### src/rtl/traffic_request_conditioner.sv
// traffic_request_conditioner: conditions raw walk button / vehicle sensor pins
// into clean walkButton / Sensor levels for traffic_light and counts served requests.
//
// Ports:
//   clk           in   system clock, rising edge
//   rst           in   asynchronous, active-low reset
//   walk_btn_raw  in   raw pedestrian button pin (async, bouncy)
//   sensor_raw    in   raw vehicle sensor pin (async, bouncy)
//   walkLight     in   walk indication from traffic_light, acts as request acknowledge
//   walkButton    out  latched walk request (high while in REQ)
//   Sensor        out  debounced vehicle-present level
//   served_count  out  acknowledged requests, saturating at 255
//   walk_timeout  out  one-cycle pulse when a request is abandoned
//
// Optional feature: define WALK_TIMEOUT_EN to abandon a request after
// TIMEOUT_CYCLES cycles in REQ without acknowledge.

module traffic_request_conditioner #(
    parameter int DEBOUNCE_CYCLES = 4,
    parameter int TIMEOUT_CYCLES  = 64
) (
    input  logic       clk,
    input  logic       rst,
    input  logic       walk_btn_raw,
    input  logic       sensor_raw,
    input  logic       walkLight,
    output logic       walkButton,
    output logic       Sensor,
    output logic [7:0] served_count,
    output logic       walk_timeout
);

    localparam int DBW = (DEBOUNCE_CYCLES < 2) ? 1 : $clog2(DEBOUNCE_CYCLES);
    localparam logic [DBW-1:0] DB_LAST = DBW'(DEBOUNCE_CYCLES - 1);

    // Bit 0 is the walk button, bit 1 the vehicle sensor.
    localparam int BTN = 0;
    localparam int SNS = 1;

    typedef enum logic [1:0] {
        IDLE  = 2'd0,
        REQ   = 2'd1,
        SERVE = 2'd2
    } state_t;

    logic [1:0]          sync1_q, sync1_d;
    logic [1:0]          sync2_q, sync2_d;
    logic [1:0]          deb_q, deb_d;
    logic [1:0][DBW-1:0] dcnt_q, dcnt_d;
    logic                btn_prev_q, btn_prev_d;
    state_t              state_q, state_d;
    logic [7:0]          served_q, served_d;
    logic                press;

    // ---------------- synchronizer + debounce ----------------
    always_comb begin
        sync1_d    = {sensor_raw, walk_btn_raw};
        sync2_d    = sync1_q;
        deb_d      = deb_q;
        dcnt_d     = '0;
        btn_prev_d = deb_q[BTN];
        for (int i = 0; i < 2; i++) begin
            // Any cycle where synced and debounced agree restarts the count.
            if (sync2_q[i] != deb_q[i]) begin
                if (dcnt_q[i] == DB_LAST) begin
                    deb_d[i] = ~deb_q[i];
                end else begin
                    dcnt_d[i] = dcnt_q[i] + 1'b1;
                end
            end
        end
    end

    // A held button yields one press; a new one needs a debounced release.
    assign press = deb_q[BTN] & ~btn_prev_q;

    always_ff @(posedge clk or negedge rst) begin
        if (!rst) begin
            sync1_q    <= '0;
            sync2_q    <= '0;
            deb_q      <= '0;
            dcnt_q     <= '0;
            btn_prev_q <= 1'b0;
        end else begin
            sync1_q    <= sync1_d;
            sync2_q    <= sync2_d;
            deb_q      <= deb_d;
            dcnt_q     <= dcnt_d;
            btn_prev_q <= btn_prev_d;
        end
    end

    // ---------------- walk request FSM ----------------
`ifdef WALK_TIMEOUT_EN
    localparam int TW = (TIMEOUT_CYCLES < 2) ? 1 : $clog2(TIMEOUT_CYCLES);
    localparam logic [TW-1:0] TMO_LAST = TW'(TIMEOUT_CYCLES - 1);

    logic [TW-1:0] tmo_cnt_q, tmo_cnt_d;
    logic          tmo_pulse_q, tmo_pulse_d;
`else
    logic unused_tmo;
    assign unused_tmo = |TIMEOUT_CYCLES;
`endif

    always_comb begin
        state_d  = state_q;
        served_d = served_q;
`ifdef WALK_TIMEOUT_EN
        tmo_pulse_d = 1'b0;
`endif
        unique case (state_q)
            IDLE: begin
                // walkLight already on means the crossing is being served.
                if (press) begin
                    state_d = walkLight ? SERVE : REQ;
                end
            end
            REQ: begin
                if (walkLight) begin
                    state_d = SERVE;
                    if (served_q != 8'hFF) begin
                        served_d = served_q + 8'd1;
                    end
                end
`ifdef WALK_TIMEOUT_EN
                else if (tmo_cnt_q == TMO_LAST) begin
                    state_d     = IDLE;
                    tmo_pulse_d = 1'b1;
                end
`endif
            end
            SERVE: begin
                if (!walkLight) begin
                    state_d = IDLE;
                end
            end
            default: begin
                state_d = IDLE;
            end
        endcase
    end

`ifdef WALK_TIMEOUT_EN
    // Counts cycles already spent in REQ; zero on entry.
    always_comb begin
        tmo_cnt_d = '0;
        if (state_q == REQ && state_d == REQ) begin
            tmo_cnt_d = tmo_cnt_q + 1'b1;
        end
    end

    always_ff @(posedge clk or negedge rst) begin
        if (!rst) begin
            tmo_cnt_q   <= '0;
            tmo_pulse_q <= 1'b0;
        end else begin
            tmo_cnt_q   <= tmo_cnt_d;
            tmo_pulse_q <= tmo_pulse_d;
        end
    end

    assign walk_timeout = tmo_pulse_q;
`else
    assign walk_timeout = 1'b0;
`endif

    always_ff @(posedge clk or negedge rst) begin
        if (!rst) begin
            state_q  <= IDLE;
            served_q <= '0;
        end else begin
            state_q  <= state_d;
            served_q <= served_d;
        end
    end

    assign walkButton   = (state_q == REQ);
    assign Sensor       = deb_q[SNS];
    assign served_count = served_q;

endmodule
### config.mk
export PLATFORM = sky130hd
export DESIGN_NAME = traffic_request_conditioner
export DESIGN_NICKNAME = d
export VERILOG_FILES = /design/src/rtl/traffic_request_conditioner.sv
export SDC_FILE = /design/constraint.sdc
export NUM_CORES = 1
export LEC_CHECK = 0
export CAP_MARGIN = 20
export CORE_AREA = 2 2 51 48
export CTS_CLUSTER_SIZE = 12
export DETAILED_ROUTE_END_ITERATION = 7
export DIE_AREA = 0 0 53 50
export MAX_ROUTING_LAYER = met4
export PLACE_DENSITY = 0.79
export SETUP_SLACK_MARGIN = 0.4
export SYNTH_ARGS = -nofsm -noshare
export SYNTH_HDL_FRONTEND = slang
export SYNTH_SLANG_ARGS = --single-unit
### constraint.sdc
create_clock -name clk -period 1.4 [get_ports clk]
set_clock_uncertainty 0.05 [all_clocks]
set_input_delay 0.42 -clock clk [delete_from_list [all_inputs] [get_ports clk]]
set_output_delay 0.42 -clock clk [all_outputs]
set_load 0.01 [all_outputs]
* Word-level counts from Yosys, hierarchy flattened
Cells that the tools add are included.
** Cells by class
- Multiplexer cells :: 9
- Eq/ne operators :: 10
- Reductions and logical operators :: 5
- Bitwise operators :: 4
- Add/subtract/negate cells :: 3
** Operator list (count)
- $mux 2 :: 8
- $add 8x1->8 const B :: 1
- $ne 8x8->1 const B :: 1
- $eq 2x2->1 const B :: 3
- $ne 2x2->1 const B :: 3
- $pmux 2 s3 :: 1
- $reduce_and 3->1 :: 2
- $add 2x1->2 const B :: 2
- $reduce_and 2->1 :: 2
- $not 1->1 :: 3
- $eq 2x1->1 const B :: 1
- $logic_not 2->1 :: 1
- $ne 1x1->1 :: 2
- $and 1x1->1 :: 1
** Storage, ports and cells
- Output and inout port bits :: 11
- Bits of input ports :: 5
- Logic and storage cells :: 40
- Register bits after elaboration :: 21

* Logic depth before layout (Yosys ltp)
- Word-level depth :: 4
- Mapped depth :: 4
- Depth with buffers taken out :: 4

* Worst setup path after synthesis
OpenSTA, ideal clock, no wires.
- Path type :: flip-flop to flip-flop
- From :: reg served_q[0] (netlist: served_count[0])
- To :: reg served_q[1] (netlist: served_count[1])
- Setup slack :: -0.058 ns
- Data required time :: 1.225 ns
- Stages on the path, launching flop included :: 5
- Setup time :: 0.125 ns
- Data arrival time :: 1.283 ns
- Period minus slack after synthesis :: 1.458 ns
- Buffers on the path :: 0
- Cell sequence :: dfrtp_1 -> ha_1 -> nand3_2 -> o21ai_2 -> mux2_4
** Between the ends
- Word-level cells in the longest chain between the ends :: 2
- Elaborated cells on any way between the ends :: 3
- Classes of those cells :: add/sub: 1; eq/ne: 1; reduce/logical: 1
** Ends and longest elaborated chain
- start: declaration :: RTL line 52 : logic [7:0] served_q, served_d;
- start signal: assignment :: RTL line 173 : served_q <= served_d;
- branches (longest 2 deep; another with $add 8x1->8)
Several ways; the timed one is not identified.
A chain may end at the register's enable or synchronous reset.

* Worst setup path after layout
- From :: reg state_q[1]
- To :: reg served_q[6] (netlist: served_count[6])
** Between the ends
- Word-level cells in the longest chain between the ends :: 2
** Ends and longest elaborated chain
- start: declaration :: RTL line 51 : state_t state_q, state_d;
- start signal: assignment :: RTL line 172 : state_q <= state_d;
- $eq 2x1->1 :: RTL line 111 : unique case (state_q)
- $reduce_and 3->1 (no line)
Every way passes these cells.

==> results.txt <==
* Skew-Pair Late Insertion Delay: 310 ps
- The multi-input combinational cells in the finished layout cover a total of 490 um2.
* Xor/xnor cell area share of the yosys netlist: 0.0292
* Dominant register cell in the synthesized netlist: dfrtp_1
- No sink is reached through more buffers than the 2 on the longest clock path.
- Clock Tree Root: clkbuf_4
* Wire length reported by the detailed router: 2.66 mm
- The worst register-to-register path has a depth of 5.
- The setup check on the worst reg-to-reg path leaves a slack of -220 ps.
* Final Max Tran Viols: 0
- Via Count: between 700 and 800
* Share of the yosys chip area belonging to registers: 0.585
- For this run, the post-layout net count is 130.
- Largest family of logic cells by synthesized area: simple AND/OR/NAND/NOR gates
* Final critical-path share of the clock period: 1.16
* Post-synth EDFFs: 0
- In this run the vertical extent of the chip is 50 um.
* Number of placement rows: 16
- Internal power summed over all cells: 1.64 mW
* Core Box Area: about 2100 um2
- Clock edge transition at the registers on the reported setup and hold paths: between 100 and 150 ps
- The congestion estimate from routability-driven global placement came to about 0.74.
* Req. time, crit path: between 1500 and 2000 ps
- Cts-stage hold buffer count: 0
* Post-synth design cell area: 898 um2
* Global-route wire length before repair: 3.53 mm
* Violations in the final reports: setup timing
- Among the stages of the critical path, the cell type that occurs most often is buf_6.
* Number of flip-flops and latches in the synthesized netlist: 21
* Number of remaining DRC errors: 0
- Routed WL per cell: ~18 um
* DRT iter0 DRCs: 7
* Final hold violation count: 0
- After detailed routing, the number of vias per cell comes to roughly 5.3.
- Maximum number of pins on one net before global-route repair: 22
* Critical Path, Cell by Cell: buf_6 -> buf_6 -> nand3b_1 -> nor3_2 -> mux2_1
* Width of the die: between 50 and 60 um
* Post-layout minimum cycle time: roughly 1600 ps
- For this design the static power due to leakage is slightly below 0.7 nW.
- Dominant delay contributor by cell family on the critical path: simple AND/OR/NAND/NOR gates
- Fraction of power consumed by sequential logic: 0.372
* Number of setup violations in the final report: 8
- Minimum setup slack in the final design: -222 ps
- Max_cap viols: 0
* Area growth syn-to-layout: 70.1%
- Critical Path Slowest Stage Cell: dfrtp_1
- Clock network fraction of design power: 0.124
- Port-buffer cells: 14
- Worst Path Max Fanout: 3
* Post-Synthesis Mean Instance Area: 12.3 um2
- Syn nets: 81
- Share of synthesized area spent on multiplexers: 0.0669
- The first detailed-routing pass took 4 iterations.
- In the final layout, the share of cells above drive strength 1 is 0.645.
- Crit path launch: state_q[1]$_DFFE_PN0P_
* Arrival time of data at the critical path endpoint: 1780 ps
* Total global routing track utilization: 0.190
- Post-Synth Simple-Gate Area: 0.178
- Achievable Freq: roughly 600 MHz
- The most critical setup path has its endpoint at served_count[6]$_DFFE_PN0P_.
- Worst R2R End: served_count[6]$_DFFE_PN0P_
- On the final layout, the worst hold slack is approximately 320 ps.
- The worst setup path is launched from a flop.
* Number of clock sinks: 21
- Outcome: complete, but fails checks
- Fraction of registers with async set or reset after synthesis: 1.00
- Of the total power, the share spent switching nets is 0.344.
- For this design the top-level I/O count stands at 16.
* Final Core Density: 0.727
* Adder-cell area share of the yosys netlist: 0.0418
- Detailed placement ended at an HPWL of approximately 1.3 mm.
- Worst path max stage delay: approximately 410 ps
* Initial antenna violation count: 0
- Unrepaired setup endpoints after global routing: true
* Post-Synthesis Cells: between 70 and 80
- Yosys printed 0 warnings.
* Net switching power of the design: approximately 0.86 mW
- The count of nets left with antenna violations once routing finished came out at 0.
- Number of global-route vias before repair: ~770
* Worst setup path class: reg2reg
* Reg-to-Reg Start: state_q[1]$_DFFE_PN0P_
- Number of cells on the critical path: 5
* Pwr Density: 1630 nW/um2
* CTS H-tree depth: 1
- Register Area: approximately 530 um2
- Bufs and invs on worst path: 2
- Before CTS, the worst setup slack after placement is -367 ps.
* Die Footprint: between 2000 and 3000 um2
- Synthesized-area fraction occupied by ao, oa, aoi and oai cells: 0.0780
- Hold Path Class: reg2reg
- For this configuration, the core starts out at a cell density of 0.427.
- Gr ovfl total: 0
- STA classifies the critical path endpoint as a flop.
* VDD IR max: roughly 0.0011 V
- The share of total power dissipated in combinational logic is 0.504.
- Number of distinct standard cells referenced by the synthesized netlist: 28
* Total inserted antenna cells: 0
- Buffers inserted during clock tree synthesis total 3.
* Layout filler cell count: around 140
* TritonCTS clock tree: built
- After layout, the design draws a total of 2.50 mW.
[cells by family after synthesis]
family                     after synthesis
AOI/OAI and AO/OA                       11
other                                    1
DFF                                     21
muxes                                    5
xor gates and xnor gates                 3
buffers and inverters                    3
adders and majority gates                3
and+or+nand+nor                         26
[worst reg2reg max path: cells and delay by family, from the launching register on]
family	cells	cell delay (ps)
AND/OR/NAND/NOR	2	470
flip-flops	1	410
multiplexers	1	350
buffers and inverters	2	230
[placed cells by master (no fill, tap or decap), types with 2 or more instances in the layout]
| master | instances |
|---|---|
| buf_6 | 21 |
| buf_4 | 17 |
| dfrtp_1 | 15 |
| dfrtp_2 | 6 |
| nand2_1 | 4 |
| mux2_4 | 4 |
| a21oi_1 | 4 |
| nor3_2 | 3 |
| nor2b_1 | 3 |
| clkbuf_4 | 3 |
| clkdlybuf4s50_1 | 3 |
| xnor2_1 | 2 |
| nor2_1 | 2 |
| and4_4 | 2 |
| nand2_2 | 2 |
| and3_4 | 2 |
| a21oi_2 | 2 |
| a41oi_2 | 2 |
| ha_4 | 2 |
| buf_2 | 2 |
[worst min path at each step]
stage	end	from	depth (start not counted)	slack, ps
global route	sync2_q[0]$_DFF_PN0_	sync1_q[0]$_DFF_PN0_	0	330
finish	sync2_q[1]$_DFF_PN0_	sync1_q[1]$_DFF_PN0_	0	320
global placement	sync2_q[1]$_DFF_PN0_	sync1_q[1]$_DFF_PN0_	0	280
detailed placement	sync2_q[1]$_DFF_PN0_	sync1_q[1]$_DFF_PN0_	0	290
CTS	sync2_q[1]$_DFF_PN0_	sync1_q[1]$_DFF_PN0_	0	310
floorplan	btn_prev_q$_DFF_PN0_	rst	0	70
[cell usage after synthesis (2+ instances only)]
cell type  number  share of area
and4_1          2          0.020
xnor2_1         3          0.029
mux2_1          4          0.050
nor2_1          2         0.0084
nor3_1          3          0.017
nor2b_1         3          0.021
a21oi_1         6          0.033
and3_1          2          0.014
nand2_1         6          0.025
ha_1            3          0.042
a41oi_1         2          0.020
dfrtp_1        21           0.58
[routing by layer]
metal	up-vias	wire, um	global-route usage
li1	359	-	-
met1	396	1110	0.225
met2	17	1420	0.323
met3	8	77	0.0364
met4	0	53	0.0598
met5	-	0	-
[metrics by stage]
stage,std cells,cell area (um2),TNS [ps]
finish,148,1530,-1030
detailed placement,126,1220,-2550
global placement,126,1220,-2310
CTS,138,1330,-341
global route,148,1530,-1340
floorplan,73,946,0
[what timing repair did]
action,CTS,global route
pin swaps,6,10
setup endpoints to repair,20,25
setup buffers,8,10
resized for setup,55,25
hold endpoints to repair,0,0
[power by group through the flow]
| stage | sequential [mW] | combinational, mW | clock, mW |
|---|---|---|---|
| after floorplan | 0.967 | 0.334 | 0 |
| after global placement | 0.906 | 0.717 | 0 |
| after detailed placement | 0.924 | 0.739 | 0 |
| after CTS | 0.900 | 0.889 | 0.297 |
| after global routing | 0.941 | 1.35 | 0.335 |
| final | 0.929 | 1.26 | 0.311 |
[cell type report]
| cell class | instances | share of cell area |
|---|---|---|
| repair buffers | 45 | 0.283 |
| inverters | 2 | 0.00491 |
| multi-input cells | 49 | 0.321 |
| clock inverters | 1 | 0.00491 |
| clock buffers | 3 | 0.0147 |
| flip-flops and latches | 21 | 0.349 |
| well taps | 27 | 0.0221 |
[sequential cells by signal, indices dropped and copies added, names as in the netlist]
register / count
served_count: 8
dcnt_q: 4
deb_q: 2
state_q: 2
sync1_q: 2
sync2_q: 2
btn_prev_q: 1
Power figures use the tool's default switching activity.
